--- src/rtl/hamming_pkg.sv ---
// Shared types and constants for the Hamming SECDED decode sequencer:
// FSM state encoding, status flags and codeword data-bit positions.
package hamming_pkg;

  typedef enum logic [2:0] {
    S_IDLE,
    S_RD_LO,
    S_RD_HI,
    S_DEC,
    S_WR_LO,
    S_WR_HI,
    S_DONE
  } state_e;

  localparam logic [1:0] FLAG_NONE = 2'b00;
  localparam logic [1:0] FLAG_SGL  = 2'b01;
  localparam logic [1:0] FLAG_DBL  = 2'b10;

  localparam logic [15:0] DBL_RESULT = 16'h8000;

  // Data bits occupy codeword positions 15..9, 7..5 and 3.
  localparam int D_HI_MSB  = 15;
  localparam int D_HI_LSB  = 9;
  localparam int D_MID_MSB = 7;
  localparam int D_MID_LSB = 5;
  localparam int D_LO_POS  = 3;

  function automatic logic [10:0] get_data(
    input logic [15:0] w
  );
    return {w[D_HI_MSB:D_HI_LSB],
            w[D_MID_MSB:D_MID_LSB],
            w[D_LO_POS]};
  endfunction

endpackage

--- src/rtl/hamming_secded_dec.sv ---
// Combinational SECDED decoder for one 16-bit codeword.
// Ports: word_i (encoded word), result_o ({flag[1:0], 3'b0, data[10:0]}).
module hamming_secded_dec
  import hamming_pkg::*;
(
  input  logic [15:0] word_i,
  output logic [15:0] result_o
);

  logic [3:0]  syn;
  logic        par;
  logic [15:0] fixed;

  always_comb begin
    syn = 4'd0;
    for (int k = 1; k < 16; k++) begin
      if (word_i[k]) begin
        syn = syn ^ 4'(k);
      end
    end
  end

  assign par = ^word_i;

  // Syndrome 0 flips p0, leaving the data untouched.
  assign fixed = word_i ^ (16'd1 << syn);

  always_comb begin
    result_o = {FLAG_NONE, 3'b000, get_data(word_i)};
    unique case (1'b1)
      par: begin
        result_o = {FLAG_SGL, 3'b000, get_data(fixed)};
      end
      (!par && syn != 4'd0): begin
        result_o = DBL_RESULT;
      end
      default: ;
    endcase
  end

endmodule

--- src/rtl/hamming_dec_sequencer.sv ---
// Walks NUM_WORDS encoded byte-pair words from SRC_BASE, decodes each
// with SECDED and writes byte-pair results to DST_BASE, then acks.
// Ports: clock, reset_n (async, active low), req (start), ack (done),
// mem_addr/mem_we/mem_wdata/mem_rdata (single data-memory port).
// Option: define ERR_COUNT_EN to add n_single/n_double error counters.
module hamming_dec_sequencer
  import hamming_pkg::*;
#(
  parameter int NUM_WORDS = 15,
  parameter int SRC_BASE  = 30,
  parameter int DST_BASE  = 0,
  parameter int AW        = 8
) (
  input  logic          clock,
  input  logic          reset_n,
  input  logic          req,
  output logic          ack,
  output logic [AW-1:0] mem_addr,
  output logic          mem_we,
  output logic [7:0]    mem_wdata,
  input  logic [7:0]    mem_rdata
`ifdef ERR_COUNT_EN
  ,
  output logic [7:0]    n_single,
  output logic [7:0]    n_double
`endif
);

  state_e        state_q, state_d;
  logic [AW-1:0] idx_q, idx_d;
  logic [7:0]    lo_q, lo_d;
  logic [7:0]    hi_q, hi_d;
  logic [15:0]   res_q, res_d;
  logic [15:0]   dec_res;
  logic [AW-1:0] idx2;
  logic [AW-1:0] src_a;
  logic [AW-1:0] dst_a;
  logic          last;

`ifdef ERR_COUNT_EN
  logic [7:0] nsgl_q, nsgl_d;
  logic [7:0] ndbl_q, ndbl_d;

  assign n_single = nsgl_q;
  assign n_double = ndbl_q;
`endif

  hamming_secded_dec u_dec (
    .word_i   ({hi_q, lo_q}),
    .result_o (dec_res)
  );

  // Address math wraps modulo 2^AW.
  assign idx2  = idx_q << 1;
  assign src_a = AW'(SRC_BASE) + idx2;
  assign dst_a = AW'(DST_BASE) + idx2;
  assign last  = (idx_q == AW'(NUM_WORDS - 1));

  assign ack = (state_q == S_DONE);

  always_ff @(posedge clock or negedge reset_n) begin
    if (!reset_n) begin
      state_q <= S_IDLE;
      idx_q   <= '0;
      lo_q    <= '0;
      hi_q    <= '0;
      res_q   <= '0;
`ifdef ERR_COUNT_EN
      nsgl_q  <= '0;
      ndbl_q  <= '0;
`endif
    end else begin
      state_q <= state_d;
      idx_q   <= idx_d;
      lo_q    <= lo_d;
      hi_q    <= hi_d;
      res_q   <= res_d;
`ifdef ERR_COUNT_EN
      nsgl_q  <= nsgl_d;
      ndbl_q  <= ndbl_d;
`endif
    end
  end

  always_comb begin
    state_d   = state_q;
    idx_d     = idx_q;
    lo_d      = lo_q;
    hi_d      = hi_q;
    res_d     = res_q;
    mem_addr  = '0;
    mem_we    = 1'b0;
    mem_wdata = '0;
`ifdef ERR_COUNT_EN
    nsgl_d    = nsgl_q;
    ndbl_d    = ndbl_q;
`endif
    unique case (state_q)
      S_IDLE, S_DONE: begin
        if (req) begin
          state_d = S_RD_LO;
          idx_d   = '0;
`ifdef ERR_COUNT_EN
          nsgl_d  = '0;
          ndbl_d  = '0;
`endif
        end
      end
      S_RD_LO: begin
        mem_addr = src_a;
        lo_d     = mem_rdata;
        state_d  = S_RD_HI;
      end
      S_RD_HI: begin
        mem_addr = src_a + AW'(1);
        hi_d     = mem_rdata;
        state_d  = S_DEC;
      end
      S_DEC: begin
        res_d   = dec_res;
        state_d = S_WR_LO;
`ifdef ERR_COUNT_EN
        if (dec_res[15:14] == FLAG_SGL) begin
          nsgl_d = nsgl_q + 8'd1;
        end
        if (dec_res[15:14] == FLAG_DBL) begin
          ndbl_d = ndbl_q + 8'd1;
        end
`endif
      end
      S_WR_LO: begin
        mem_addr  = dst_a;
        mem_we    = 1'b1;
        mem_wdata = res_q[7:0];
        state_d   = S_WR_HI;
      end
      S_WR_HI: begin
        mem_addr  = dst_a + AW'(1);
        mem_we    = 1'b1;
        mem_wdata = res_q[15:8];
        if (last) begin
          state_d = S_DONE;
        end else begin
          idx_d   = idx_q + AW'(1);
          state_d = S_RD_LO;
        end
      end
      default: begin
        state_d = S_IDLE;
      end
    endcase
  end

endmodule

--- config.mk ---
export PLATFORM = sky130hd
export DESIGN_NAME = hamming_dec_sequencer
export DESIGN_NICKNAME = d
export VERILOG_FILES = /design/src/rtl/hamming_pkg.sv /design/src/rtl/hamming_secded_dec.sv /design/src/rtl/hamming_dec_sequencer.sv
export SDC_FILE = /design/constraint.sdc
export NUM_CORES = 1
export LEC_CHECK = 0
export CORE_MARGIN = 5
export CORE_UTILIZATION = 50
export CTS_BUF_LIST = sky130_fd_sc_hd__clkbuf_8
export CTS_CLUSTER_SIZE = 30
export DETAILED_ROUTE_END_ITERATION = 8
export MAX_ROUTING_LAYER = met4
export PLACE_DENSITY = 0.84
export SLEW_MARGIN = 5
export SYNTH_ARGS = -nofsm -noshare
export SYNTH_HDL_FRONTEND = slang
export SYNTH_SLANG_ARGS = --single-unit
--- constraint.sdc ---
create_clock -name clock -period 2.29 [get_ports clock]
set_input_delay 0.3435 -clock clock [delete_from_list [all_inputs] [get_ports clock]]
set_output_delay 0.3435 -clock clock [all_outputs]
set_load 0.1 [all_outputs]
Word-level counts from Yosys, hierarchy flattened
Cells that the tools add are included.
{ "word_totals": {"out_inout_bits": 18, "inputBits": 11, "latch_bits": 0, "memories": 0, "mem_bits_ro": 0, "elab_cells": 68, "mem_bits_rw": 0, "register_bits": 43} }
{ "classes": {"muxes": 25, "shift": 1, "addsub": 4, "order_cmp": 0, "div_mod_pow": 0, "n_eq_ne": 9, "reduce_logical": 9, "bitwise_logic": 15, "n_mul": 0} }
{ "ops": {"columns": ["operator", "n"], "rows": [
  ["4-bit two-way mux", 8],
  ["16-bit one-hot mux with 2 select lines", 1],
  ["8-bit one-hot mux with 2 select lines", 2],
  ["8-bit one-hot mux with 4 select lines", 1],
  ["8-bit by 1-bit adder with 8-bit output (second input constant)", 3],
  ["3-bit two-way mux", 6],
  ["3-bit one-hot mux with 6 select lines", 1],
  ["8-bit two-way mux", 2],
  ["16-bit parity", 1],
  ["1-bit by 4-bit left shift with 16-bit output (first input constant)", 1],
  ["16-bit bitwise XOR", 1],
  ["2-bit NOT", 6],
  ["3-bit NOT", 4],
  ["3-bit equality test (second input constant)", 3],
  ["5-bit by 8-bit adder with 8-bit output (first input constant)", 1],
  ["8-bit by 4-bit equality test with 1-bit output (second input constant)", 1],
  ["3-bit by 2-bit equality test with 1-bit output (second input constant)", 2],
  ["2-bit two-way mux", 2],
  ["2-bit inequality test (second input constant)", 2],
  ["4-bit NOT", 1],
  ["4-bit nonzero test", 1],
  ["2-bit OR reduction", 2],
  ["3-bit by 1-bit equality test with 1-bit output (second input constant)", 1],
  ["3-bit logical NOT", 1],
  ["other kinds (6)", 9]
]} }

Longest topological paths before layout
Gate-level depths: netlist of run 1.
{ "logic_depth": {"depth_word": 29, "depth_mapped": 10, "mapped_depth_nobuf": 8} }

Modules after synthesis
From an unflattened synthesis of run 1, not the netlist that was laid out.
{ "unflattened": {"cells_unflattened": 283, "area_unflattened_um2": 2941.6} }
{ "modules_own_cells": {"columns": ["mod", "instances", "cells_per_inst", "seq_area_each_um2", "area_each_um2"], "rows": [
  ["hamming_dec_sequencer", 1, 188, 1076.0, 2167.1],
  ["hamming_secded_dec", 1, 95, 0.0, 774.5]
]} }

Worst setup path before layout of run 1
Ideal clock, no wire load.
{ "synth_timing": {"path_type": "reg2out", "start": "reg state_q[1]", "end": "out mem_addr[4]", "required_time_ns": 1.947, "n_path_buf": 1, "path_slack_ns": -1.763, "path_stages_with_launch": 5, "arrival_time_ns": 3.710, "cell_sequence": "dfrtp_1 > buf_2 > nor3_1 > nor2_1 > o31ai_1"} }
{ "synth_between": {"elab_chain_len": 2, "elab_cells_between_ends": 5, "classes_between": "eq/ne (4); mux (1)"} }
{ "synth_rtl": {"columns": ["element", "line", "source"], "rows": [
  ["start: declaration", "hamming_dec_sequencer.sv:29", "state_e state_q, state_d;"],
  ["start signal: assignment", "hamming_dec_sequencer.sv:73", "state_q <= state_d;"],
  ["3-bit equality test, or another cell as far along", "hamming_dec_sequencer.sv:98", "unique case (state_q)"],
  ["8-bit one-hot mux with 4 select lines *", "hamming_dec_sequencer.sv:98", null],
  ["end: declaration", "hamming_dec_sequencer.sv:18", "output logic [AW-1:0] mem_addr,"]
]} }
Mark *: on every way between the ends. The rest lies on a longest branch, timed or not.

Worst setup path in the final report of run 1
{ "layout_timing": {"start": "reg hi_q[6]", "end": "reg res_q[1]"} }
{ "layout_between": {"elab_chain_len": 6, "elab_cells_between_ends": 10, "classes_between": "shift (1); mux (3); bitwise (2); reduce/logical (4)"} }
{ "layout_rtl": {"columns": ["element", "line", "source"], "rows": [
  ["start: declaration", "hamming_dec_sequencer.sv:32", "logic [7:0] hi_q, hi_d;"],
  ["start signal: assignment", "hamming_dec_sequencer.sv:76", "hi_q <= hi_d;"],
  ["4-bit two-way mux", "hamming_secded_dec.sv:17", "if (word_i[k]) begin"],
  ["4-bit NOT (no line)", null, null],
  ["4-bit two-way mux", "hamming_secded_dec.sv:17", null],
  ["1-bit by 4-bit left shift with 16-bit output or 4-bit nonzero test (tied branches)", "hamming_secded_dec.sv:26, hamming_secded_dec.sv:34", null],
  ["16-bit bitwise XOR or 1-bit logical AND (tied branches)", "hamming_secded_dec.sv:26, hamming_secded_dec.sv:34", null],
  ["16-bit one-hot mux with 2 select lines *", "hamming_secded_dec.sv:30", "unique case (1'b1)"],
  ["end signal: assignment", "hamming_dec_sequencer.sv:77", "res_q <= res_d;"],
  ["end: declaration", "hamming_dec_sequencer.sv:33", "logic [15:0] res_q, res_d;"]
]} }
Marks and branches as above.
A chain may end at the register's enable or synchronous reset.

==> metrics.md, run 1 <==
| Metric | Value |
|---|---|
| Most common cell after layout, fill and taps aside | `dfrtp_1` |
| CP Cell Sequence | `xnor2_4 -> xnor2_4 -> xor2_1 -> a21oi_1 -> a21bo_2 -> nor2b_1 -> a221o_1` |
| Vias in the first global route | `2098` |
| EDFF count, synth | `0` |
| Cells on worst reg2reg path | `7` |
| Row Count | `26` |
| Fmax | `0.432 GHz` |
| Critical path type | `flop to flop` |
| DIE HEIGHT | `81.4 um` |
| Final min period | `2.31 ns` |
| Slowest-stage cell, CP | `dfrtp_2` |
| IO Pins | `29` |
| Bufs and invs on worst path | `0` |
| Max Cap Violations | `0` |
| Synthesized cell area | `0.00255 mm2` |
| Slew of the pin with the lowest slew margin | `0.897 ns` |
| Post-Syn Nets | `274` |
| Share of layout cells above drive strength 1 | `0.435` |
| Synth async-reset ratio | `1.00` |
| HP Class | `primary input to async pin` |
| CP startpoint kind | `flop` |
| CTS Buffer Depth | `2` |
| Critical path endpoint category | `flop` |
| Area grow syn2layout | `43.4%` |
| Placed cells | `362` |
| Max FO, Critical Path | `11` |
| Warnings from Yosys | `0` |
| Most used cell, CP | `xnor2_4` |
| Tcrit/Tclk final | `1.01` |
| Initial antenna violation count | `0` |
| N_diodes | `0` |
| First-pass GRT wire length | `10.5 mm` |
| Port-buffer cells | `28` |
| Die ar. | `0.00662 mm2` |
| Final setup fails | `1` |
| Reg clk slew, reported paths | `0.08 ns` |
| DR vias/cell | `5.83` |
| Failing checks | `negative setup slack` |
| Starting DRT DRC Count | `226` |
| DRC | `0` |
| DR vias | `2231` |
| Clk sinks | `40` |
| Worst path arrival time | `2.50 ns` |
| Seq/Total Area, Yosys | `0.393` |
| Worst R2R Setup Slack | `-0.02 ns` |
| Post-DP HPWL | `4.45 mm` |
| Final core utilization | `0.724` |
| RSZ-0062 raised after global routing | `yes` |
| Flops & latches, synth | `40` |
| Max incr delay on CP | `0.49 ns` |
| CTS tree | `done` |
| DR pass1 iterations | `4` |
| Avg Inst Size Synth | `9.79 um2` |
| Grt ovf | `0` |
| CTS Buf Count | `5` |
| Non-filler cells, final | `383` |
| Post-Synthesis Cells | `260` |
| Total track usage | `0.213` |
| Core Region | `0.00504 mm2` |
| CTS root buf | `clkbuf_8` |
| Critical Path RT | `2.48 ns` |
| End of the worst register-to-register path | `res_q[1]` |
| WL final | `7.29 mm` |
| Slew Limit Fails | `0` |
| Clock skew | `0.00898 ns` |
| Nets | `327` |
| Most frequent cells in the layout | `dfrtp_1 (31), buf_4 (28), nand2_1 (21)` |
| Crit path max-delay family | `XOR/XNOR gates` |
| Clock insertion delay at the later pin of the skew report | `0.30 ns` |
| GP Congestion | `0.911` |
| Hold Vio Cnt, Final | `0` |
| Rel. slew slack | `0.402` |
| Setup ws final | `-0.0245 ns` |
| Unique cell type count in the Yosys netlist | `44` |
| Antenna-violating nets left | `0` |
| Die extent in x | `81.4 um` |
| Main synth FF type | `dfrtp_1` |
| WL/cell | `19.0 um` |
| Largest net degree at the start of global routing | `41` |
| Worst R2R Start | `hi_q[6]` |
| Initial Utilization | `0.505` |
| Status | `finished, violations left` |
| H-tree Lvls | `2` |
## stage by stage
stage                     cell area (um2)  setup WS (ns)  TNS (ns)  hold WS, ns
after detailed placement             3270         0.0214         0        0.478
after floorplan                      2660        -0.0830   -0.0830       0.0479
after global routing                 3650         -0.130    -0.425        0.229
final                                3650        -0.0245   -0.0245        0.171
after CTS                            3370        0.00885         0        0.190
after global placement               3270         0.0509         0        0.472
## layer usage
metal	vias up	track usage	wire length, um
li1	1011	-	-
met1	1096	0.264	2800
met2	103	0.348	3760
met3	21	0.0477	518
met4	0	0.0659	210
met5	-	-	0
## layout make-up
cell class | instances | area, um2
clock buffer | 5 | 68.8
inverter | 7 | 30.0
clock inverter | 2 | 8.76
timing repair buffer | 56 | 666
fill | 318 | 1390
sequential | 40 | 1010
tap | 70 | 87.6
multi-input combinational | 203 | 1780
## Yosys cell counts (7+ instances only)
| master | n | area share |
|---|---|---|
| a21oi_1 | 11 | 0.022 |
| nand2_1 | 21 | 0.031 |
| xnor2_1 | 16 | 0.055 |
| nor2_1 | 20 | 0.029 |
| inv_1 | 7 | 0.010 |
| o21ai_0 | 21 | 0.041 |
| and3_1 | 8 | 0.020 |
| dfrtp_1 | 40 | 0.39 |
| mux2i_1 | 8 | 0.031 |
| mux2_2 | 17 | 0.075 |
| clkbuf_1 | 7 | 0.010 |
| xor2_1 | 10 | 0.034 |
## cell families (layout without fill, tap and decap cells)
family | count (synthesis) | count (layout) | share of synthesized area
AND/OR/NAND/NOR | 87 | 87 | 0.175
AO/OA/AOI/OAI | 53 | 53 | 0.125
flip-flops | 40 | 40 | 0.393
XOR/XNOR | 35 | 35 | 0.159
multiplexers | 25 | 25 | 0.107
buffers and inverters | 17 | 70 | 0.0265
adder cells (fa/ha/maj) | 3 | 3 | 0.0147
## how the worst max path moves through the flow
stage	from	to	slack [ns]	cells past startpoint
final	hi_q[6]	res_q[1]	-0.02	7
after global routing	hi_q[3]	res_q[1]	-0.13	7
after CTS	lo_q[5]	res_q[1]	0.009	7
after detailed placement	hi_q[1]	res_q[1]	0.02	7
after global placement	hi_q[5]	res_q[6]	0.05	7
after floorplan	state_q[2]	mem_addr[4]	-0.08	3
## registers in the layout, indices dropped and copies added, names as in the netlist
register and flops:
lo_q 8, hi_q 8, res_q 13, state_q 3
idx_q 8
## repair_timing
| item | CTS | global route |
|---|---|---|
| setup endpoints to repair | 5 | 14 |
| pin swaps | 0 | 10 |
| buffers inserted | 0 | 14 |
| resized for setup | 7 | 36 |
| hold buffers | 0 | 0 |
## worst register-to-register path, cell delays in order (launching register included)
cell and delay, ns:
dfrtp_2 0.49, xnor2_4 0.19, xnor2_4 0.31, xor2_1 0.34, a21oi_1 0.15, a21bo_2 0.35
nor2b_1 0.08, a221o_1 0.29
Power of run 1 is left out: the tool's default activity adds up to more than one toggle a clock period on the data nets, which glitch-free logic cannot reach.
==> run 2, diff against run 1 <==
--- a/config.mk
+++ b/config.mk
@@ -5,13 +5,15 @@
 export SDC_FILE = /design/constraint.sdc
 export NUM_CORES = 1
 export LEC_CHECK = 0
+export CELL_PAD_IN_SITES_DETAIL_PLACEMENT = 2
+export CELL_PAD_IN_SITES_GLOBAL_PLACEMENT = 2
 export CORE_MARGIN = 5
-export CORE_UTILIZATION = 50
+export CORE_UTILIZATION = 37
 export CTS_BUF_LIST = sky130_fd_sc_hd__clkbuf_8
 export CTS_CLUSTER_SIZE = 30
 export DETAILED_ROUTE_END_ITERATION = 8
 export MAX_ROUTING_LAYER = met4
-export PLACE_DENSITY = 0.84
+export PLACE_DENSITY = 0.94
 export SLEW_MARGIN = 5
 export SYNTH_ARGS = -nofsm -noshare
 export SYNTH_HDL_FRONTEND = slang
==> run 2 against run 1 <==
The flow still finishes with violations (negative setup slack). Non-clock buffer count rose by 29. Critical path depth is 1 higher. Global-route usage rose by 8.4 points. Utilization is 12 points lower. Die area is 31% higher. Hold slack better by 0.37 ns. Register-to-register slack got worse by 0.21 ns. Count of clock-buffer cells in the layout is 1 higher. Cell count grew 11%. Highest routed layer unchanged.
==> metrics.md, run 2 (synthesized netlist as in run 1, its figures left out) <==
| Metric | Value |
|---|---|
| Tcrit/Tclk final | `1.10` |
| DR vias | `2657` |
| Fill count | `603` |
| Status | `finished, violations left` |
| Slew of the pin with the lowest slew margin | `0.523 ns` |
| Final setup fails | `16` |
| Critical path endpoint category | `flop` |
| Rel. slew slack | `0.651` |
| Die extent in x | `93.0 um` |
| Worst R2R Setup Slack | `-0.24 ns` |
| CTS Buffer Depth | `2` |
| Clock insertion delay at the later pin of the skew report | `0.31 ns` |
| Antenna-violating nets left | `0` |
| Max FFs per register | `13` |
| CTS tree | `done` |
| Non-filler cells, final | `424` |
| Initial antenna violation count | `1` |
| First-pass GRT wire length | `18.2 mm` |
| Failing checks | `negative setup slack` |
| Worst path arrival time | `2.68 ns` |
| Critical path type | `flop to flop` |
| Starting DRT DRC Count | `241` |
| DIE HEIGHT | `93.0 um` |
| Final min period | `2.53 ns` |
| Max FO, Critical Path | `6` |
| Max Cap Violations | `0` |
| HP Class | `primary input to async pin` |
| DR pass1 iterations | `5` |
| Core Region | `0.00676 mm2` |
| WL/cell | `36.5 um` |
| GP Congestion | `0.865` |
| CTS root buf | `clkbuf_8` |
| Post-DP HPWL | `6.74 mm` |
| Clk sinks | `40` |
| Port-buffer cells | `28` |
| Die ar. | `0.00864 mm2` |
| CP startpoint kind | `flop` |
| H-tree Lvls | `2` |
| DRC | `0` |
| Row Count | `30` |
| WL final | `15.5 mm` |
| Setup TNS | `-1.86 ns` |
| Grt ovf | `0` |
| Area grow syn2layout | `61.6%` |
| Hold Vio Cnt, Final | `0` |
| Vias in the first global route | `2761` |
| Clock skew | `0.00667 ns` |
| IO Pins | `29` |
| Nets | `356` |
| Initial Utilization | `0.377` |
| CTS Buf Count | `5` |
| DR vias/cell | `6.27` |
| RSZ-0062 raised after global routing | `yes` |
| Fmax | `0.396 GHz` |
| Setup ws final | `-0.236 ns` |
| Pre-CTS WS | `-0.120 ns` |
| Most common cell after layout, fill and taps aside | `buf_4` |
| Top reg by flops | `res_q` |
| Most frequent cells in the layout | `buf_4 (52), dfrtp_1 (29), nand2_1 (20)` |
| Largest net degree at the start of global routing | `26` |
| Reg clk slew, reported paths | `0.10 ns` |
| Critical Path RT | `2.45 ns` |
| Placed cells | `381` |
| Cells on worst reg2reg path | `8` |
| Share of layout cells above drive strength 1 | `0.548` |
| Slew Limit Fails | `0` |
| Total track usage | `0.297` |
[run 2: cell count changes in the layout (fill, tap and decap cells not counted), moves of 3 or more]
cell / delta
buf_4: +24
o21ai_0: -6
o21ai_1: +4
a21oi_1: -3
buf_6: +3
nor2b_1: -3
nor4_1: -3
xnor2_1: -3
xnor2_4: +3
[run 2: path summary, 6_finish.rpt]
kind / from / end
min reg2reg: lo_q[0] / lo_q[0]
min: reset_n / idx_q[3]
min in group clock: lo_q[0] / lo_q[0]
max: lo_q[6] / res_q[8]
max in group asynchronous: reset_n / hi_q[1]
max reg2reg: lo_q[6] / res_q[8]
[run 2: layout make-up]
class | instances | area [um2] | area share
multi-input combinational | 203 | 1960 | 0.477
tap | 80 | 100 | 0.0243
sequential | 40 | 1010 | 0.247
timing repair buffer | 85 | 910 | 0.221
clock inverter | 2 | 15.0 | 0.00365
antenna | 1 | 2.50 | 0.000608
clock buffer | 6 | 82.6 | 0.0201
inverter | 7 | 26.3 | 0.00639
[run 2: worst max-delay path, stage by stage (launching register included)]
cell and delay (ns):
dfrtp_1 0.46, xnor2_2 0.31, xnor2_2 0.14, buf_4 0.17, xnor2_4 0.16, buf_6 0.15, or3_4 0.46, o21ai_1 0.30
o21ai_1 0.20
[run 2: metrics by stage]
step | hold slack (ns) | utilization | cell area [um2]
2_1_floorplan | 0.0479 | - | 2660
3_3_place_gp | 0.328 | 0.495 | 3350
3_5_place_dp | 0.327 | 0.495 | 3350
4_1_cts | 0.00741 | 0.542 | 3660
5_1_grt | 0.586 | 0.609 | 4110
6_report | 0.546 | 0.609 | 4110
[run 2: timing repair]
item | CTS | global route
pin swaps | 7 | 21
buffers inserted | 8 | 25
hold buffers | 0 | 1
setup endpoints to repair | 18 | 22
endpoints found under the hold margin | 0 | 7
resized for setup | 30 | 55
[run 2: metal layers]
metal	global-route usage	wire, um
met3	0.0382	1130
met5	-	0
met4	0.132	837
met2	0.503	7530
met1	0.354	5980
Power of run 2 is left out for the same reason.
==> run 3, diff against run 2 <==
--- a/config.mk
+++ b/config.mk
@@ -7,13 +7,13 @@
 export LEC_CHECK = 0
 export CELL_PAD_IN_SITES_DETAIL_PLACEMENT = 2
 export CELL_PAD_IN_SITES_GLOBAL_PLACEMENT = 2
-export CORE_MARGIN = 5
-export CORE_UTILIZATION = 37
-export CTS_BUF_LIST = sky130_fd_sc_hd__clkbuf_8
+export CORE_MARGIN = 3
+export CORE_UTILIZATION = 36
+export CTS_BUF_LIST = sky130_fd_sc_hd__clkbuf_16
 export CTS_CLUSTER_SIZE = 30
 export DETAILED_ROUTE_END_ITERATION = 8
 export MAX_ROUTING_LAYER = met4
-export PLACE_DENSITY = 0.94
+export PLACE_DENSITY = 0.92
 export SLEW_MARGIN = 5
 export SYNTH_ARGS = -nofsm -noshare
 export SYNTH_HDL_FRONTEND = slang
==> run 3 against run 2 <==
The flow finishes with violations (negative hold slack, negative setup slack). Worst setup slack got worse by 0.069 ns. Sequential share of layout area shrank 0.19 points. Sequential cell count unchanged. Final area up 0.67%. Utilization shrank 0.27 points. Global-route usage up 0.81 points. Largest cell class unchanged.
==> metrics.md, run 3 (synthesized netlist as in run 1, its figures left out) <==
| Metric | Value |
|---|---|
| Status | `finished, violations left` |
| Failing checks | `negative hold slack, negative setup slack` |
| Antenna-violating nets left | `0` |
| Share of layout cells above drive strength 1 | `0.547` |
| WL final | `14.4 mm` |
| Clock skew | `0.00936 ns` |
| Tcrit/Tclk final | `1.13` |
| Area occupied by registers | `0.00101 mm2` |
| Die ar. | `0.00812 mm2` |
| Worst path arrival time | `2.79 ns` |
| Max FFs per register | `13` |
| IO Pins | `29` |
| Area grow syn2layout | `62.7%` |
| DR vias/cell | `6.01` |
| CTS Buffer Depth | `2` |
| Critical path type | `flop to flop` |
| Row Count | `30` |
| Total track usage | `0.305` |
| RSZ-0062 raised after global routing | `yes` |
| Final min period | `2.59 ns` |
| Reg clk slew, reported paths | `0.07 ns` |
| Clk sinks | `40` |
| WL/cell | `33.1 um` |
| HP Class | `primary input to async pin` |
| N_diodes | `0` |
| Critical path endpoint category | `flop` |
| Most frequent cells in the layout | `buf_4 (50), dfrtp_1 (30), nand2_1 (20)` |
| DRC | `0` |
| Nets | `351` |
| Initial antenna violation count | `0` |
| Starting DRT DRC Count | `210` |
| Largest net degree at the start of global routing | `26` |
| Port-buffer cells | `28` |
| DP Area | `0.00335 mm2` |
| H-tree Lvls | `2` |
| First-pass GRT wire length | `17.9 mm` |
| Top reg by flops | `res_q` |
| Critical Path RT | `2.49 ns` |
| GP Congestion | `0.855` |
| Most common cell after layout, fill and taps aside | `buf_4` |
| DR vias | `2610` |
| Final Cell Area | `0.00414 mm2` |
| CTS Buf Count | `5` |
| Max FO, Critical Path | `6` |
| Vias in the first global route | `2746` |
| CTS root buf | `clkbuf_16` |
| Final setup fails | `14` |
| Slew Limit Fails | `0` |
| DR pass1 iterations | `4` |
| Rel. slew slack | `0.599` |
| Slew of the pin with the lowest slew margin | `0.596 ns` |
| Initial Utilization | `0.373` |
| Hold Buf Count CTS | `0` |
| Max Cap Violations | `0` |
| DIE HEIGHT | `90.1 um` |
| Fill count | `626` |
| Hold Vio Cnt, Final | `4` |
| Fmax | `0.385 GHz` |
| Area of the multi-input gates | `0.00195 mm2` |
| CTS tree | `done` |
| Clock insertion delay at the later pin of the skew report | `0.30 ns` |
| Grt ovf | `0` |
| Setup ws final | `-0.305 ns` |
| Core Region | `0.00683 mm2` |
| Post-DP HPWL | `6.59 mm` |
| Die extent in x | `90.1 um` |
| Worst hold slack | `-0.0110 ns` |
| CP startpoint kind | `flop` |
## run 3: cell count changes in the layout (fill, tap and decap cells not counted), sizes merged
cell         previous run  this run
clkbuf                  6         5
clkinv                  0         1
diode                   1         0
bufinv                  0         1
clkinvlp                2         1
buf                    75        71
dlygate4sd3             1         0
## run 3: metal layers
layer,part of all wire,track usage,up-vias
met5,0,-,-
met3,0.055,0.0527,61
met4,0.050,0.125,0
li1,-,-,1060
met2,0.51,0.503,138
met1,0.39,0.372,1351
## run 3: layout make-up
type	instances	area share
Clock inverter	3	0.0103
Clock buffer	5	0.0302
Timing Repair Buffer	80	0.208
Multi-Input combinational cell	203	0.471
Inverter	7	0.00634
Tap cell	96	0.0290
Sequential cell	40	0.245
## run 3: path summary, 6_finish.rpt
check / startpoint / end / slack, ns / depth (start not counted)
setup / recovery: hi_q[1] / res_q[9] / -0.30 / 8
hold / removal: reset_n / idx_q[7] / -0.01 / 1
setup reg to reg: hi_q[1] / res_q[9] / -0.30 / 8
hold reg to reg: res_q[10] / res_q[10] / 0.53 / 2
max in group asynchronous: reset_n / hi_q[3] / 1.58 / 2
min in group clock: res_q[10] / res_q[10] / 0.53 / 2
## run 3: stage by stage
| stage | util | hold slack, ns | setup WS [ns] | std cells | TNS [ns] |
|---|---|---|---|---|---|
| 2_1_floorplan | - | 0.0479 | -0.0830 | 260 | -0.0830 |
| 3_3_place_gp | 0.490 | 0.320 | -0.0210 | 395 | -0.0210 |
| 3_5_place_dp | 0.490 | 0.338 | -0.139 | 395 | -0.447 |
| 4_1_cts | 0.552 | 0.0246 | -0.0380 | 415 | -0.0380 |
| 5_1_grt | 0.606 | 0.0284 | -0.360 | 434 | -2.35 |
| 6_report | 0.606 | -0.0110 | -0.305 | 434 | -1.77 |
## run 3: worst max-delay path, cell delays in order, from the launching register on
cell	delay, ns
dfrtp_2	0.50
xnor2_2	0.26
xnor2_2	0.16
buf_4	0.21
xnor2_4	0.10
or3_4	0.46
nor4_1	0.49
a21oi_1	0.15
o21ai_0	0.14
## run 3: repair_timing
action | in CTS | in global routing
setup endpoints to repair | 15 | 21
pin swaps | 7 | 14
resized for setup | 33 | 51
buffers inserted | 12 | 19
Power of run 3 is left out for the same reason.
